**config.mk**
```make
export PLATFORM = sky130hd
export DESIGN_NAME = fpu_pipe_sched
export DESIGN_NICKNAME = d
export VERILOG_FILES = /design/src/rtl/fpu_pipe_sched_pkg.sv /design/src/rtl/fpu_pipe_sched_rr_arb2.sv /design/src/rtl/fpu_pipe_sched.sv
export SDC_FILE = /design/constraint.sdc
export NUM_CORES = 1
export LEC_CHECK = 0
export BUFFER_PORTS_ARGS = -buffer_cell sky130_fd_sc_hd__buf_4
export CORE_MARGIN = 3
export CORE_UTILIZATION = 45
export CTS_CLUSTER_DIAMETER = 200
export CTS_CLUSTER_SIZE = 30
export DETAILED_ROUTE_END_ITERATION = 8
export GPL_ROUTABILITY_DRIVEN = 0
export PLACE_DENSITY = 0.75
export SYNTH_ARGS = -nofsm -noshare
export SYNTH_HDL_FRONTEND = slang
export SYNTH_SLANG_ARGS = --single-unit
```
**constraint.sdc**
```tcl
create_clock -name clk -period 3.4 [get_ports clk]
set_input_delay 0.51 -clock clk [delete_from_list [all_inputs] [get_ports clk]]
set_output_delay 0.51 -clock clk [all_outputs]
set_load 0.03 [all_outputs]
```
**src/rtl/fpu_pipe_sched_pkg.sv**
```systemverilog
// Shared constants and the round-robin pick rule for the FP multiply issue scheduler.
package fpu_pipe_sched_pkg;

  localparam int STAGES_DEF = 3;
  localparam int TAG_W_DEF  = 5;

  localparam logic REQ_MAIN = 1'b0;
  localparam logic REQ_IRQ  = 1'b1;

  typedef enum logic {
    GNT_MAIN = 1'b0,
    GNT_IRQ  = 1'b1
  } gnt_e;

  // Both requesting -> alternate; one requesting -> that one; idle -> park on last winner.
  function automatic logic rr_pick(input logic v0, input logic v1, input logic last);
    logic g;
    g = last;
    if (v0 && v1)  g = ~last;
    else if (v0)   g = REQ_MAIN;
    else if (v1)   g = REQ_IRQ;
    return g;
  endfunction

endpackage

```
**src/rtl/fpu_pipe_sched_rr_arb2.sv**
```systemverilog
// Two-way round-robin arbiter; last_grant only moves when an issue actually happens.
module rr_arb2
  import fpu_pipe_sched_pkg::*;
(
  input  logic       clk,
  input  logic       clrn,
  input  logic [1:0] req_valid,
  input  logic       upd,
  output logic       grant
);

  logic last_grant;

  assign grant = rr_pick(req_valid[0], req_valid[1], last_grant);

  always_ff @(posedge clk or negedge clrn) begin
    if (!clrn)    last_grant <= REQ_IRQ;
    else if (upd) last_grant <= grant;
  end

endmodule

```
**src/rtl/fpu_pipe_sched.sv**
```systemverilog
// Issue scheduler and stage-enable controller for the pipelined FP multiplier:
// tracks {valid,id,tag} per pipeline register, collapses bubbles, flushes main-thread work.
module fpu_pipe_sched
  import fpu_pipe_sched_pkg::*;
#(
  parameter int STAGES = STAGES_DEF,
  parameter int TAG_W  = TAG_W_DEF
) (
  input  logic              clk,
  input  logic              clrn,
  input  logic              req0_valid,
  input  logic [TAG_W-1:0]  req0_tag,
  output logic              req0_ready,
  input  logic              req1_valid,
  input  logic [TAG_W-1:0]  req1_tag,
  output logic              req1_ready,
  input  logic              flush0,
  output logic              issue_sel,
  output logic [STAGES-1:0] stage_en,
  output logic              res_valid,
  output logic              res_id,
  output logic [TAG_W-1:0]  res_tag,
  input  logic              res_ready,
  output logic              busy0,
  output logic              busy1
);

  logic [STAGES-1:0] v;
  logic [STAGES-1:0] id;
  logic [TAG_W-1:0]  tag [STAGES];
  logic [STAGES-1:0] ld;
  logic              grant;
  logic              issue_fire;
  logic [TAG_W-1:0]  in_tag;

  // A slot may load if it is empty or everything downstream of it is moving.
  always_comb begin
    logic acc;
    acc = res_ready;
    ld  = '0;
    for (int k = STAGES - 1; k >= 0; k--) begin
      acc   = ~v[k] | acc;
      ld[k] = acc;
    end
  end

  assign stage_en = ld;

  rr_arb2 u_arb (
    .clk       (clk),
    .clrn      (clrn),
    .req_valid ({req1_valid, req0_valid}),
    .upd       (issue_fire),
    .grant     (grant)
  );

  assign issue_sel  = grant;
  assign req0_ready = ld[0] & (grant == REQ_MAIN) & req0_valid & ~flush0;
  assign req1_ready = ld[0] & (grant == REQ_IRQ)  & req1_valid;
  assign issue_fire = req0_ready | req1_ready;
  assign in_tag     = (grant == REQ_IRQ) ? req1_tag : req0_tag;

  // Flush masks whatever value each slot ends up holding, shifted-in or held.
  always_ff @(posedge clk or negedge clrn) begin
    if (!clrn) begin
      v  <= '0;
      id <= '0;
      for (int k = 0; k < STAGES; k++) tag[k] <= '0;
    end else begin
      if (ld[0]) begin
        v[0]   <= issue_fire & ~(flush0 & (grant == REQ_MAIN));
        id[0]  <= grant;
        tag[0] <= in_tag;
      end else begin
        v[0]   <= v[0] & ~(flush0 & (id[0] == REQ_MAIN));
      end
      for (int k = 1; k < STAGES; k++) begin
        if (ld[k]) begin
          v[k]   <= v[k-1] & ~(flush0 & (id[k-1] == REQ_MAIN));
          id[k]  <= id[k-1];
          tag[k] <= tag[k-1];
        end else begin
          v[k]   <= v[k] & ~(flush0 & (id[k] == REQ_MAIN));
        end
      end
    end
  end

  assign res_valid = v[STAGES-1] & ~(flush0 & (id[STAGES-1] == REQ_MAIN));
  assign res_id    = id[STAGES-1];
  assign res_tag   = tag[STAGES-1];

  assign busy0 = |(v & ~id);
  assign busy1 = |(v & id);

endmodule
```
# Yosys cells after proc, flatten, opt, wreduce, memory -nomap -nowiden
# Index checks and enable logic that the tools add are counted.
# W data, S select, Z words.
[op_classes]
n_mux = 7
n_bitwise = 33
reduce_logical = 3
[op_table]
columns = ["operator", "count"]
rows = [
  ["$and A1 B1 Y1", 13],
  ["$not A1 Y1", 13],
  ["$and A3 B3 Y3", 2],
  ["$mux W1", 6],
  ["$reduce_or A3 Y1", 2],
  ["$mux W5", 1],
  ["$or A1 B1 Y1", 4],
  ["$not A3 Y3", 1],
  ["$logic_and A1 B1 Y1", 1],
]
[totals]
register_bits = 22
input_bits = 16
elab_cells = 51

# Depth between registers and ports, before layout
[logic_depth]
depth_word = 10
ltp_mapped = 4

# Cells and area by module
# Synthesis repeated with hierarchy kept, for this count alone.
[hier_totals]
cells_unflattened = 87
hier_area_um2 = 1042.2
[modules_own_cells]
columns = ["module", "instances", "cells_each", "area_each_um2", "seq_area_each_um2"]
rows = [
  ["fpu_pipe_sched", 1, 82, 991.0, 525.5],
  ["rr_arb2", 1, 5, 51.3, 26.3],
]

# Worst setup path before layout
# No wires, ideal clock.
[synth_path]
path_kind = "reg-to-output"
from = "register u_arb.last_grant"
to = "output req0_ready"
arrival_ps = 1826
t_required_ps = 2890
slack_ps = 1064
stages_incl_launch_ff = 4
n_path_buf = 0
path_cell_list = "dfstp_2 nand2b_1 nand2_1 nor3b_1"
[synth_between]
elab_chain_len = 7
word_cells_on_any_way = 8
classes_between = "mux (3); bitwise (5)"
[synth_lines]
columns = ["element", "line_no", "source"]
rows = [
  ["start, declared", "fpu_pipe_sched_rr_arb2.sv:12", "logic last_grant;"],
  ["start signal, assigned", "fpu_pipe_sched_rr_arb2.sv:18", "else if (upd) last_grant <= grant;"],
  ["$mux W1", "fpu_pipe_sched_pkg.sv:21", "else if (v1) g = REQ_IRQ;"],
  ["$mux W1", "fpu_pipe_sched_pkg.sv:20", "else if (v0) g = REQ_MAIN;"],
  ["$mux W1 *", "fpu_pipe_sched_pkg.sv:19", "if (v0 && v1) g = ~last;"],
  ["via issue_sel", "fpu_pipe_sched.sv:18", "output logic issue_sel,"],
  ["$not A1 Y1 *", "fpu_pipe_sched.sv:58", "assign req0_ready = ld[0] & (grant == REQ_MAIN) & req0_valid & ~flush0;"],
  ["$and A1 B1 Y1 * (3 in a row)", "fpu_pipe_sched.sv:58", ""],
  ["end, declared", "fpu_pipe_sched.sv:13", "output logic req0_ready,"],
]
# Mark *: on every way through the listed nets, which the timed path passes. The rest lies on a longest branch.

# Final worst setup path
[layout_path]
from = "register v[2]"
to = "output req1_ready"
[layout_between]
elab_chain_len = 6
[layout_lines]
columns = ["element", "line_no", "source"]
rows = [
  ["start, declared", "fpu_pipe_sched.sv:28", "logic [STAGES-1:0] v;"],
  ["start signal, assigned by index", "fpu_pipe_sched.sv:79", "v[k] <= v[k-1] & ~(flush0 & (id[k-1] == REQ_MAIN));"],
  ["start signal, assigned by index", "fpu_pipe_sched.sv:83", "v[k] <= v[k] & ~(flush0 & (id[k] == REQ_MAIN));"],
  ["$not A1 Y1", "fpu_pipe_sched.sv:42", "acc = ~v[k] | acc;"],
  ["$or A1 B1 Y1 (3 in a row)", "fpu_pipe_sched.sv:42", ""],
  ["$and A1 B1 Y1 (2 in a row)", "fpu_pipe_sched.sv:59", "assign req1_ready = ld[0] & (grant == REQ_IRQ) & req1_valid;"],
  ["end, declared", "fpu_pipe_sched.sv:16", "output logic req1_ready,"],
]
# No other way between the ends.

==> run_results.csv <==
group,metric,value,unit
worst_setup_path,slowest_stage,"dfrtp_1",
global_route,grtUsageTotal,0.152,
route,dr.pass1.iters,4,
place,dp_cells,141,
cells_and_area,seq_area,552,um^2
synth,syn_nets,107,
cells_and_area,fin_util,0.619,
synth,synthFlopType,"dfrtp_1",
global_route,grt_overflow,0,
worst_setup_path,cp-start-kind,"register",
synth,synthAdderAreaFrac,0,
global_route,antenna_found_initial,0,
hold_path,min_path_type,"in -> async",
synth,yosysTopAreaCell,"dfrtp_1",
pwr,powerDensity,656,nW/um^2
floorplanning,initial_utilization,0.507,
worst_setup_path,crit_type,"reg -> out",
cells_and_area,final_layout_size_suffix_gt1_frac,0.432,
synth,syn_inst,91,
global_route,grt_util_met1,0.199,
cells_and_area,antennaDiodeCount,0,
worst_setup_path,crit_required,2890,ps
synth,synth_top_cells_by_area,"dfrtp_1, mux2_2, a31oi_1",
cells_and_area,areaGrowthSynthToFinish,22.1,%
place,place_hpwl,1520,um
synth,ys_ff_latch,22,
sta,fin_tns_setup,0,ps
clock_network,cts_resized,0,
global_route,grtUsageMet2,0.238,
synth,ys_types,27,
clock_network,clk_latency,300,ps
synth,synth_area,1070,um^2
clock_network,htree_levels,1,
synth,synth_top_area_frac,0.493,
synth,synth-simple-area-share,0.144,
run_status,status,"finished, final reports clean",
cells_and_area,layoutNonFillerInstCount,145,
sta,drv_slew,0,
sta,hold_viol_final,0,
floorplanning,fp.coreArea,2100,um^2
place,pre_cts_ws,1290,ps
route,initialDrtViolationCount,14,
worst_setup_path,crit_path_cell_trace,"nand4b_2 > and3_1 > buf_4",
sta,worstMarginPinSlew,423,ps
worst_setup_path,cp_data_arrival_time,1730,ps
run,cap_viol_max_count,0,
synth,synth_compound_area_frac,0.127,
synth,synth_xor_xnor_area_share,0,
synth,async_flop_share,1.00,
sta,setup_viol,0,
clock_network,cts_tree,"done",
sta,rsz0062_at_grt,"false",
floorplanning,die_width,54.7,um
synth,yosys-mux-area-fraction,0.134,
sta,fmax,0.447,GHz
global_route,top_usage_layer,"met2",
sta,setup_ws,1160,ps
route,drcViolationCount,0,
floorplanning,dieArea,2990,um^2
cells_and_area,fillers,177,
clock_network,clock-root-buffer,"clkbuf_4",
synth,seq_area_frac_synth,0.518,
floorplanning,die_h,54.7,um
route,ant_nets,0,
clock_network,clkTransAtPathRegs,120,ps
floorplanning,rows,16,
route,viasPerCell,5.15,
clock_network,postCtsHoldBufs,0,
worst_setup_path,cp_max_fo,18,
cells_and_area,nets,135,
route,routedWlPerCell,13.5,um
worst_setup_path,end_kind,"output pin",
route,routed_wirelength,1950,um
clock_network,cts_made_buffers,3,
place,io_buffers,30,
clock_network,cts_sinks,22,
pwr,p_leak,0.633,nW
synth,synth_top_family_by_area,"simple AND/OR/NAND/NOR gates",
global_route,grt_pass1_vias,760,
sta,slew_headroom,0.717,
synth,synth_edf_count,0,
clock_network,cts.path.max_buffers,2,
sta,finClkSkew,3.06,ps
worst_setup_path,slowest_delay,510,ps
sta,whs,73.9,ps
sta,fin_crit_sh,0.658,
cells_and_area,multi_input_area,432,um^2
sta,period_needed,2240,ps
global_route,grt_max_degree,23,
synth,yosysWarningCount,0,
route,dr_total_vias,747,
floorplanning,pin_count,31,
pwr,vdd_drop_max,336,uV
global_route,grt_pass1_wl,3240,um
synth,avgSynthCellArea,11.7,um^2
clock_network,cts_setup_buffers,0,
global_route,grtUsageMet3,0.0354,
## worst paths after layout
kind / cells after the start / to / slack [ps] / startpoint
worst min-delay path: 1 / id[2] / 70 / clrn
worst max register to register: 3 / v[0] / 1990 / v[2]
max in group asynchronous: 1 / u_arb.last_grant / 3060 / clrn
min in group clk: 2 / u_arb.last_grant / 390 / req0_valid
worst max-delay path: 3 / req1_ready / 1160 / v[2]
worst min register to register: 1 / tag[9] / 520 / tag[9]
## routing by layer
metal | vias to the layer above | wire, um
met5 | - | 0
met2 | 27 | 919
met4 | 0 | 0
li1 | 378 | -
met1 | 342 | 890
met3 | 0 | 142
## per-stage QoR
step                power [mW]  cell area [um^2]
finish                   0.854              1300
floorplan                0.636              1070
detailed placement       0.725              1260
CTS                      0.865              1300
global route             0.905              1300
global placement         0.713              1260
## critical path, delay by kind of cell (launching register included)
kind | cells | cell delay, ps
flops | 1 | 510
buf+inv | 1 | 160
simple gates | 2 | 760
## placed cells by master (no fill, tap or decap), types with 2 or more instances in the layout
cell,count
o21ai_0,5
nand2_1,5
dfrtp_1,21
buf_4,30
mux2_4,2
nor2_1,6
a31oi_1,6
clkbuf_4,3
mux2_2,10
nand3_1,5
nor2b_1,2
inv_1,6
nand2b_1,2
## where the power goes
part	leakage (nW)	switching, mW	internal [mW]
Sequential	0.261	0.0528	0.330
Combinational	0.351	0.181	0.151
Clock	0.0210	0.0737	0.0652
## Yosys cell counts (all sizes together), types with 2 or more instances
cell     number
nor2b         3
nand2b        2
nand2         5
a31oi         6
nand3         5
mux2         12
dfrtp        21
a2bb2oi       2
nor2          6
buf           7
inv           6
o21ai         5
## area by class of cell
class | instances | share of cell area
Sequential cell | 22 | 0.424
Multi-Input combinational cell | 56 | 0.332
Timing Repair Buffer | 30 | 0.173
Clock buffer | 4 | 0.0279
Tap cell | 27 | 0.0260
Inverter | 6 | 0.0173
## flip-flops by register name (all words and copies together), names as in the netlist
register and count:
tag 10, res_tag 5, id 3, v 3
u_arb.last_grant 1
## logic make-up after synthesis
family	Yosys count
and+or+nand+nor	25
DFF	22
AOI/OAI and AO/OA	19
buffers and inverters	13
muxes	12
No activity file was read; power rests on OpenSTA's default activity.
